`src/rtl/stream_pkg.sv`:
```
// Shared constants and helpers for the stream packer.
package stream_pkg;

  localparam int DEFAULT_VALUE_WIDTH = 8;
  localparam int DEFAULT_RATIO       = 4;

  // Lane counter width; never below 1 so the counter always has a bit.
  function automatic int cnt_width(input int ratio);
    int w;
    w = $clog2(ratio);
    return (w < 1) ? 1 : w;
  endfunction

endpackage

```
`src/rtl/stream_packer.sv`:
```
// Width up-converter: packs RATIO narrow words into one wide word, with
// per-lane keep flags and early close on in_last_i.
module stream_packer
  import stream_pkg::*;
#(
  parameter int VALUE_WIDTH = DEFAULT_VALUE_WIDTH,
  parameter int RATIO       = DEFAULT_RATIO
) (
  input  logic                         clk_i,
  input  logic                         reset_i,
  input  logic                         in_valid_i,
  output logic                         in_ready_o,
  input  logic [VALUE_WIDTH-1:0]       in_value_i,
  input  logic                         in_last_i,
  output logic                         out_valid_o,
  input  logic                         out_ready_i,
  output logic [RATIO*VALUE_WIDTH-1:0] out_value_o,
  output logic [RATIO-1:0]             out_keep_o,
  output logic                         out_last_o
);

  localparam int CNT_W = cnt_width(RATIO);

  logic [CNT_W-1:0]             cnt;
  logic [RATIO*VALUE_WIDTH-1:0] acc;
  logic [RATIO*VALUE_WIDTH-1:0] merged;
  logic [RATIO-1:0]             keep_mask;
  logic                         accept;
  logic                         completing;
  logic                         consume;

  // Handshakes: a beat transfers on a rising edge where valid && ready.
  // in_ready_o depends only on the output slot, never on in_valid_i.
  assign in_ready_o = !out_valid_o || out_ready_i;
  assign accept     = in_valid_i && in_ready_o;
  assign consume    = out_valid_o && out_ready_i;
  assign completing = accept && ((cnt == CNT_W'(RATIO - 1)) || in_last_i);

  // Accumulator with the current beat dropped into lane cnt; lanes above
  // cnt are still zero because the accumulator clears after every word.
  always_comb begin
    merged    = acc;
    keep_mask = '0;
    for (int i = 0; i < RATIO; i++) begin
      if (CNT_W'(i) == cnt) merged[i*VALUE_WIDTH +: VALUE_WIDTH] = in_value_i;
      if (CNT_W'(i) <= cnt) keep_mask[i] = 1'b1;
    end
  end

  always_ff @(posedge clk_i) begin
    if (reset_i) begin
      cnt         <= '0;
      acc         <= '0;
      out_valid_o <= 1'b0;
      out_value_o <= '0;
      out_keep_o  <= '0;
      out_last_o  <= 1'b0;
    end else if (completing) begin
      out_value_o <= merged;
      out_keep_o  <= keep_mask;
      out_last_o  <= in_last_i;
      out_valid_o <= 1'b1;
      cnt         <= '0;
      acc         <= '0;
    end else begin
      if (accept) begin
        acc <= merged;
        cnt <= cnt + CNT_W'(1);
      end
      // Output fields hold their last values while the slot is empty.
      if (consume) out_valid_o <= 1'b0;
    end
  end

endmodule

```
`config.mk`:
```
export PLATFORM = sky130hd
export DESIGN_NAME = stream_packer
export DESIGN_NICKNAME = d
export VERILOG_FILES = /design/src/rtl/stream_pkg.sv /design/src/rtl/stream_packer.sv
export SDC_FILE = /design/constraint.sdc
export NUM_CORES = 1
export LEC_CHECK = 0
export CORE_ASPECT_RATIO = 0.5
export CORE_MARGIN = 4
export CORE_UTILIZATION = 30
export CTS_CLUSTER_SIZE = 12
export DETAILED_ROUTE_END_ITERATION = 10
export PLACE_DENSITY = 0.51
export SYNTH_ARGS = -nofsm -noshare
export SYNTH_HDL_FRONTEND = slang
export SYNTH_SLANG_ARGS = --single-unit
```
`constraint.sdc`:
```
create_clock -name clk_i -period 2.5 [get_ports clk_i]
set_input_delay 0.375 -clock clk_i [delete_from_list [all_inputs] [get_ports clk_i]]
set_output_delay 0.375 -clock clk_i [all_outputs]
set_load 0.02 [all_outputs]
```
==> Flow_metrics.wiki, run 1 <==
{| class="wikitable"
! Metric !! Value
|-
| Synthesized netlist net count || 343
|-
| Drt initial violations || 198
|-
| Number of hold violations in the final report || 0
|-
| CP Launch Type || primary input
|-
| Routed wire length || 8940 um
|-
| TritonCTS sink count || 72
|-
| Worst hold path type || flop to flop
|-
| Transition time of the tightest slew-check pin || 1.02 ns
|-
| Number of nets at the end of the flow || 380
|-
| Clock tree from TritonCTS || done
|-
| Die X || 155 um
|-
| Worst r2r src || cnt[1]
|-
| Yosys warnings || 0
|-
| Total standard cell area after synthesis || 3250 sq um
|-
| Part of the power in the clock network || 40.8%
|-
| Largest net degree at the start of global routing || 39
|-
| Detail Route met2 WL || 4080 um
|-
| Highest Signal Layer || met4
|-
| Antenna viol nets, final || 0
|-
| Congestion Overflow GR || 0
|-
| Max Cap Violations || 0
|-
| Internal power component || 0.00209 W
|-
| Hold buffer count at cts || 0
|-
| Detail-routed net length per standard cell || 17.7 um
|-
| Worst-case clock buffer depth || 2
|-
| Post-DR vias/cell || 5.16
|-
| Total global-route track usage || 14.7%
|-
| Max-slew violations || 0
|-
| Final sum of negative setup slack || 0 ns
|-
| Die H || 81.6 um
|-
| CP Cell Sequence || clkdlybuf4s50_1, nor2b_1, inv_2, clkdlybuf4s50_1
|-
| Yosys top cell by area || dfxtp_1
|-
| Area of the core region || 10,400 sq um
|-
| Commonest non-fill, non-tap cell in the layout || dfxtp_1
|-
| Antenna cell count || 0
|-
| Placer congestion estimate || 0.783
|-
| Setup repair after global routing missed its margin || false
|-
| Fraction of the cycle the final worst path needs || 84.9%
|-
| First-pass iteration count of the detailed router || 4
|-
| Fraction of final layout cells with drive strength greater than 1 || 16.2%
|-
| Initial antenna violation count || 0
|-
| Final Critical Period || 2.12 ns
|-
| Highest fanout seen on the critical path || 13
|-
| Power density normalized to cell area || 693 nW/um^2
|-
| Half-perimeter wire length after placement || 5970 um
|-
| Data arrival, critical path || 1.75 ns
|-
| Insertion delay to the later sink of the worst-skew pair || 0.33 ns
|-
| Growth of design area from synthesis to finish || 24.9%
|-
| Proportion of total power due to net switching || 25.8%
|-
| Detailed-route DRC error count || 0
|-
| Leakage component of the power || 1.34 nW
|-
| Timing-limited maximum frequency || 471 MHz
|-
| Critical path class || primary input to output pin
|-
| Combinational group share of total power || 15.4%
|-
| Synth top area share || 44.3%
|-
| Setup repair bufs after CTS || 0
|-
| Routed wire length on met3 || 420 um
|-
| Status || completed
|-
| Hold_sp || acc[27]
|-
| Number of setup violations in the final report || 0
|-
| Number of global-route vias before repair || 2,661
|-
| Pwr Total || 0.00281 W
|-
| Non-Filler Instances || 504
|-
| Initial Util || 31.3%
|-
| Slowest Stage Delay on Critical Path || 0.68 ns
|-
| Total of buffers placed on input and output ports || 51
|-
| Commonest cells after routing, fill and taps aside || dfxtp_1 (72), clkdlybuf4s50_1 (50), a31oi_1 (35)
|-
| Number of gates resized after CTS || 0
|-
| Post-route clock skew || 0.00398 ns
|-
| CTS root buf || clkbuf_16
|-
| Worst vdd ir || 0.000311 V
|-
| Switching component of the power || 0.000726 W
|-
| Clock buffer count from CTS || 9
|-
| Number of placement rows || 26
|-
| Portion of total power attributed to sequential cells || 43.7%
|-
| Final hold slack || 0.458 ns
|-
| Count of vias placed by the detailed router || 2,600
|-
| Count of unique library cells instantiated by Yosys || 26
|-
| Maximum level of the CTS H-tree || 3
|-
| Global-route wire length before repair || 14,500 um
|-
| Synth top area cells || dfxtp_1 (44%), a211oi_2 (11%), mux2i_1 (9.8%), a31oi_1 (6.7%), nand3_1 (4.2%)
|-
| Cells after DPL || 491
|-
| Worst-case headroom to the max-slew limit || 32.3%
|-
| Slowest cell on the critical path || clkdlybuf4s50_1
|-
| Sequential-to-total area share from yosys stat || 44.3%
|-
| Synth Instances || 325
|-
| Total Die Area || 12,700 sq um
|-
| Crit path launch || out_ready_i
|-
| Clock transition at the registers of the reported paths || 0.05 ns
|-
| Routed metal-1 wirelength || 4360 um
|-
| Register bit count reported by yosys || 72
|-
| CP required || 2.12 ns
|-
| CP dominant cell by count || clkdlybuf4s50_1
|-
| Nature of the critical path endpoint || output pin
|-
| I/O pins || 52
|-
| Avg Synthesized Cell Area || 10.0 sq um
|}
[metal layers]
metal	GRT usage (%)	vias to the layer above
li1	-	1279
met1	19.2	1265
met2	23.5	51
met3	4.11	5
met4	5.50	0
met5	0	-
[path summary, 6_finish.rpt]
path                      to  slack (ns)  cells after the start
setup / recovery  in_ready_o        0.38                      4
hold / removal       acc[27]        0.46                      1
hold reg to reg      acc[27]        0.46                      1
setup reg to reg      acc[0]        0.60                      4
[power by group through the flow]
| stage | Clock (W) | Combinational, W | Sequential, W |
|---|---|---|---|
| floorplan | 0 | 0.000231 | 0.00130 |
| global placement | 0 | 0.000429 | 0.00125 |
| detailed placement | 0 | 0.000436 | 0.00126 |
| CTS | 0.00118 | 0.000439 | 0.00123 |
| global route | 0.00123 | 0.000470 | 0.00124 |
| finish | 0.00115 | 0.000435 | 0.00123 |
[through the flow]
| stage | util (%) | instance area, sq um | setup WS (ns) |
|---|---|---|---|
| 2_1_floorplan | - | 3250 | 0.801 |
| 3_3_place_gp | 36.6 | 3800 | 0.367 |
| 3_5_place_dp | 36.6 | 3800 | 0.312 |
| 6_report | 39.1 | 4060 | 0.377 |
| 4_1_cts | 39.1 | 4060 | 0.368 |
| 5_1_grt | 39.1 | 4060 | 0.335 |
[cells in the mapped netlist (all sizes together)]
master,n
dfxtp,72
a31oi,35
a211oi,34
mux2i,32
nand3,27
a21oi,26
o21ai,26
buf,24
clkbuf,13
and2,11
ha,5
inv,5
nand2,4
and3,2
nor2b,2
o21a,2
a22o,1
a31o,1
nor2,1
o22ai,1
or2,1
[kinds of logic after synthesis]
| family | after synthesis | synth area share (%) |
|---|---|---|
| compound gates | 126 | 28.5 |
| fa+ha+maj | 5 | 1.92 |
| buf+inv | 42 | 7.39 |
| flops | 72 | 44.3 |
| mux | 32 | 9.85 |
| simple gates | 48 | 7.96 |
[sequential cells by signal (all words and copies together) (netlist names)]
signal	count
acc	32
cnt	2
out_keep_o	4
out_last_o	1
out_valid_o	1
out_value_o	32
[worst max-delay path: cells and delay by family]
kind | cells | cell delay, ns
AND/OR/NAND/NOR | 1 | 0.06
buffers and inverters | 3 | 1.30
[layout make-up]
class | instances | area [sq um]
clock inverters | 1 | 5.00
flip-flops and latches | 72 | 1440
multi-input cells | 211 | 1570
fillers | 1034 | 6310
inverters | 5 | 18.8
repair buffers | 63 | 596
well taps | 140 | 175
clock buffers | 12 | 256
Note: power is estimated with default switching activity, not from simulation.
==> run 2, diff against run 1 <==
clock period = 2 ns   (was 2.5 ns; I/O delays follow)
==> run 2 against run 1 <==
Effect of this change: global-route usage is 0.18 points higher; first-iteration DRC count is 30% lower; final cell count is 2.6% higher; clock skew is 0.0047 ns higher; sequential share of layout area is 1.0 points lower; sequential power is 25% higher; combinational power is 29% higher; cell area is 3.0% higher; critical path depth stayed put; worst hold slack worse by 0.0029 ns; largest cell class unchanged.
==> Flow_metrics.wiki, run 2 (synthesis gave the netlist of run 1 again) <==
{| class="wikitable"
! Metric !! Value
|-
| Status || completed
|-
| Slowest cell on the critical path || clkdlybuf4s50_1
|-
| Setup repair after global routing missed its margin || false
|-
| Highest fanout seen on the critical path || 5
|-
| Detail-routed net length per standard cell || 17.4 um
|-
| Number of nets at the end of the flow || 390
|-
| Hold buffer count at cts || 0
|-
| Power density normalized to cell area || 883 nW/um^2
|-
| Transition time of the tightest slew-check pin || 0.559 ns
|-
| I/O pins || 52
|-
| Number of global-route vias before repair || 2,775
|-
| Worst vdd ir || 0.000387 V
|-
| CP required || 1.70 ns
|-
| Drt initial violations || 138
|-
| Antenna cell count || 0
|-
| Post-route clock skew || 0.00872 ns
|-
| Detailed-route DRC error count || 0
|-
| Growth of design area from synthesis to finish || 28.7%
|-
| TritonCTS sink count || 72
|-
| Die X || 155 um
|-
| Number of placement rows || 26
|-
| Count of vias placed by the detailed router || 2,685
|-
| Leakage component of the power || 1.40 nW
|-
| Total global-route track usage || 14.9%
|-
| Fraction of the cycle the final worst path needs || 92.4%
|-
| Total Die Area || 12,700 sq um
|-
| Setup repair bufs after CTS || 0
|-
| Hold_sp || reset_i
|-
| Worst-case headroom to the max-slew limit || 62.7%
|-
| Post-DR vias/cell || 5.19
|-
| Congestion Overflow GR || 0
|-
| Number of setup violations in the final report || 0
|-
| Routed wire length || 9000 um
|-
| Half-perimeter wire length after placement || 6170 um
|-
| Worst-case clock buffer depth || 2
|-
| Max-slew violations || 0
|-
| Antenna viol nets, final || 0
|-
| Cells after DPL || 501
|-
| Non-Filler Instances || 517
|-
| Biggest registers after layout || acc x32, out_value_o x32, out_keep_o x4
|-
| RR Endpoint || acc[14]
|-
| Number of buffers and inverters on the critical path || 3
|-
| Nature of the critical path endpoint || output pin
|-
| Setup slack of the critical path after layout || 0.153 ns
|-
| Critical path class || primary input to output pin
|-
| Insertion delay to the later sink of the worst-skew pair || 0.33 ns
|-
| CP Launch Type || primary input
|-
| Clock transition at the registers of the reported paths || 0.06 ns
|-
| Initial Util || 31.3%
|-
| First-pass iteration count of the detailed router || 5
|-
| Die H || 81.6 um
|-
| Setup slack of the worst register-to-register path || 0.28 ns
|-
| Clock buffer count from CTS || 9
|-
| CP dominant cell by count || clkdlybuf4s50_1
|-
| Commonest non-fill, non-tap cell in the layout || dfxtp_1
|-
| Final sum of negative setup slack || 0 ns
|-
| Global-route wire length before repair || 14,700 um
|-
| Number of gates resized after CTS || 0
|-
| CTS root buf || clkbuf_16
|-
| Largest delay share family, worst path || buffers and inverters
|-
| Endpoint of the worst hold path || out_value_o[14]
|-
| Fraction of final layout cells with drive strength greater than 1 || 19.4%
|-
| Worst hold path type || primary input to flop
|-
| Depth of the worst register-to-register path || 5
|-
| Max Cap Violations || 0
|-
| Worst slack at placement || 0.126 ns
|-
| Initial antenna violation count || 0
|-
| Slowest Stage Delay on Critical Path || 0.62 ns
|-
| Final Critical Period || 1.85 ns
|-
| Total of buffers placed on input and output ports || 51
|-
| CP Cell Sequence || clkdlybuf4s50_1, nor2b_1, inv_2, clkdlybuf4s50_1
|-
| Area of the core region || 10,400 sq um
|-
| Number of hold violations in the final report || 0
|-
| Data arrival, critical path || 1.55 ns
|-
| Commonest cells after routing, fill and taps aside || dfxtp_1 (72), clkdlybuf4s50_1 (50), a31oi_1 (35)
|-
| Timing-limited maximum frequency || 541 MHz
|-
| Clock tree from TritonCTS || done
|-
| Fillcell total || 995
|-
| Crit path launch || out_ready_i
|-
| Maximum level of the CTS H-tree || 3
|-
| Number of cells on the worst hold path || 2
|-
| Worst r2r src || cnt[1]
|-
| Placer congestion estimate || 0.777
|-
| Largest net degree at the start of global routing || 28
|}
-- run 2: cell count changes in the layout (fill, tap and decap cells not counted) --
cell        previous run  this run
buf_4                 12        21
clkbuf_8               2         0
clkinv_4               0         2
clkinvlp_4             0         2
buf_12                 0         1
bufinv_16              0         1
clkbuf_1               1         0
clkinv_2               1         2
-- run 2: area by class of cell --
cell class,count,area (sq um),share of cell area [%]
multi-input combinational,211,1570,37.5
sequential,72,1440,34.4
timing repair buffer,73,683,16.3
clock buffer,9,225,5.38
tap,140,175,4.18
clock inverter,7,72.6,1.73
inverter,5,18.8,0.448
-- run 2: how the worst max path moves through the flow --
| stage | cells past startpoint | endpoint |
|---|---|---|
| floorplan | 8 | out_keep_o[0] |
| global placement | 4 | in_ready_o |
| detailed placement | 5 | acc[21] |
| CTS | 4 | in_ready_o |
| global route | 5 | acc[8] |
| finish | 4 | in_ready_o |
-- run 2: through the flow --
stage | utilization [%] | power, W | hold WS (ns) | cell area [sq um]
floorplan | - | 0.00191 | 0.429 | 3250
global placement | 37.5 | 0.00212 | 0.443 | 3890
detailed placement | 37.5 | 0.00214 | 0.445 | 3890
CTS | 40.3 | 0.00375 | 0.448 | 4190
global route | 40.3 | 0.00386 | 0.472 | 4190
finish | 40.3 | 0.00370 | 0.455 | 4190
-- run 2: routing by layer --
layer | routed length, um | GRT usage [%] | share of wire, %
met1 | 4200 | 18.9 | 47
met2 | 4300 | 24.8 | 48
met3 | 466 | 4.32 | 5.2
met4 | 41 | 4.80 | 0.46
met5 | 0 | 0 | 0
-- run 2: report_power, final --
| part | total, W | switching, W | internal, W |
|---|---|---|---|
| logic | 0.000563 | 0.000322 | 0.000241 |
| clock network | 0.00160 | 0.000633 | 0.000965 |
| registers | 0.00154 | 0.0000362 | 0.00150 |
| total | 0.00370 | 0.000991 | 0.00271 |
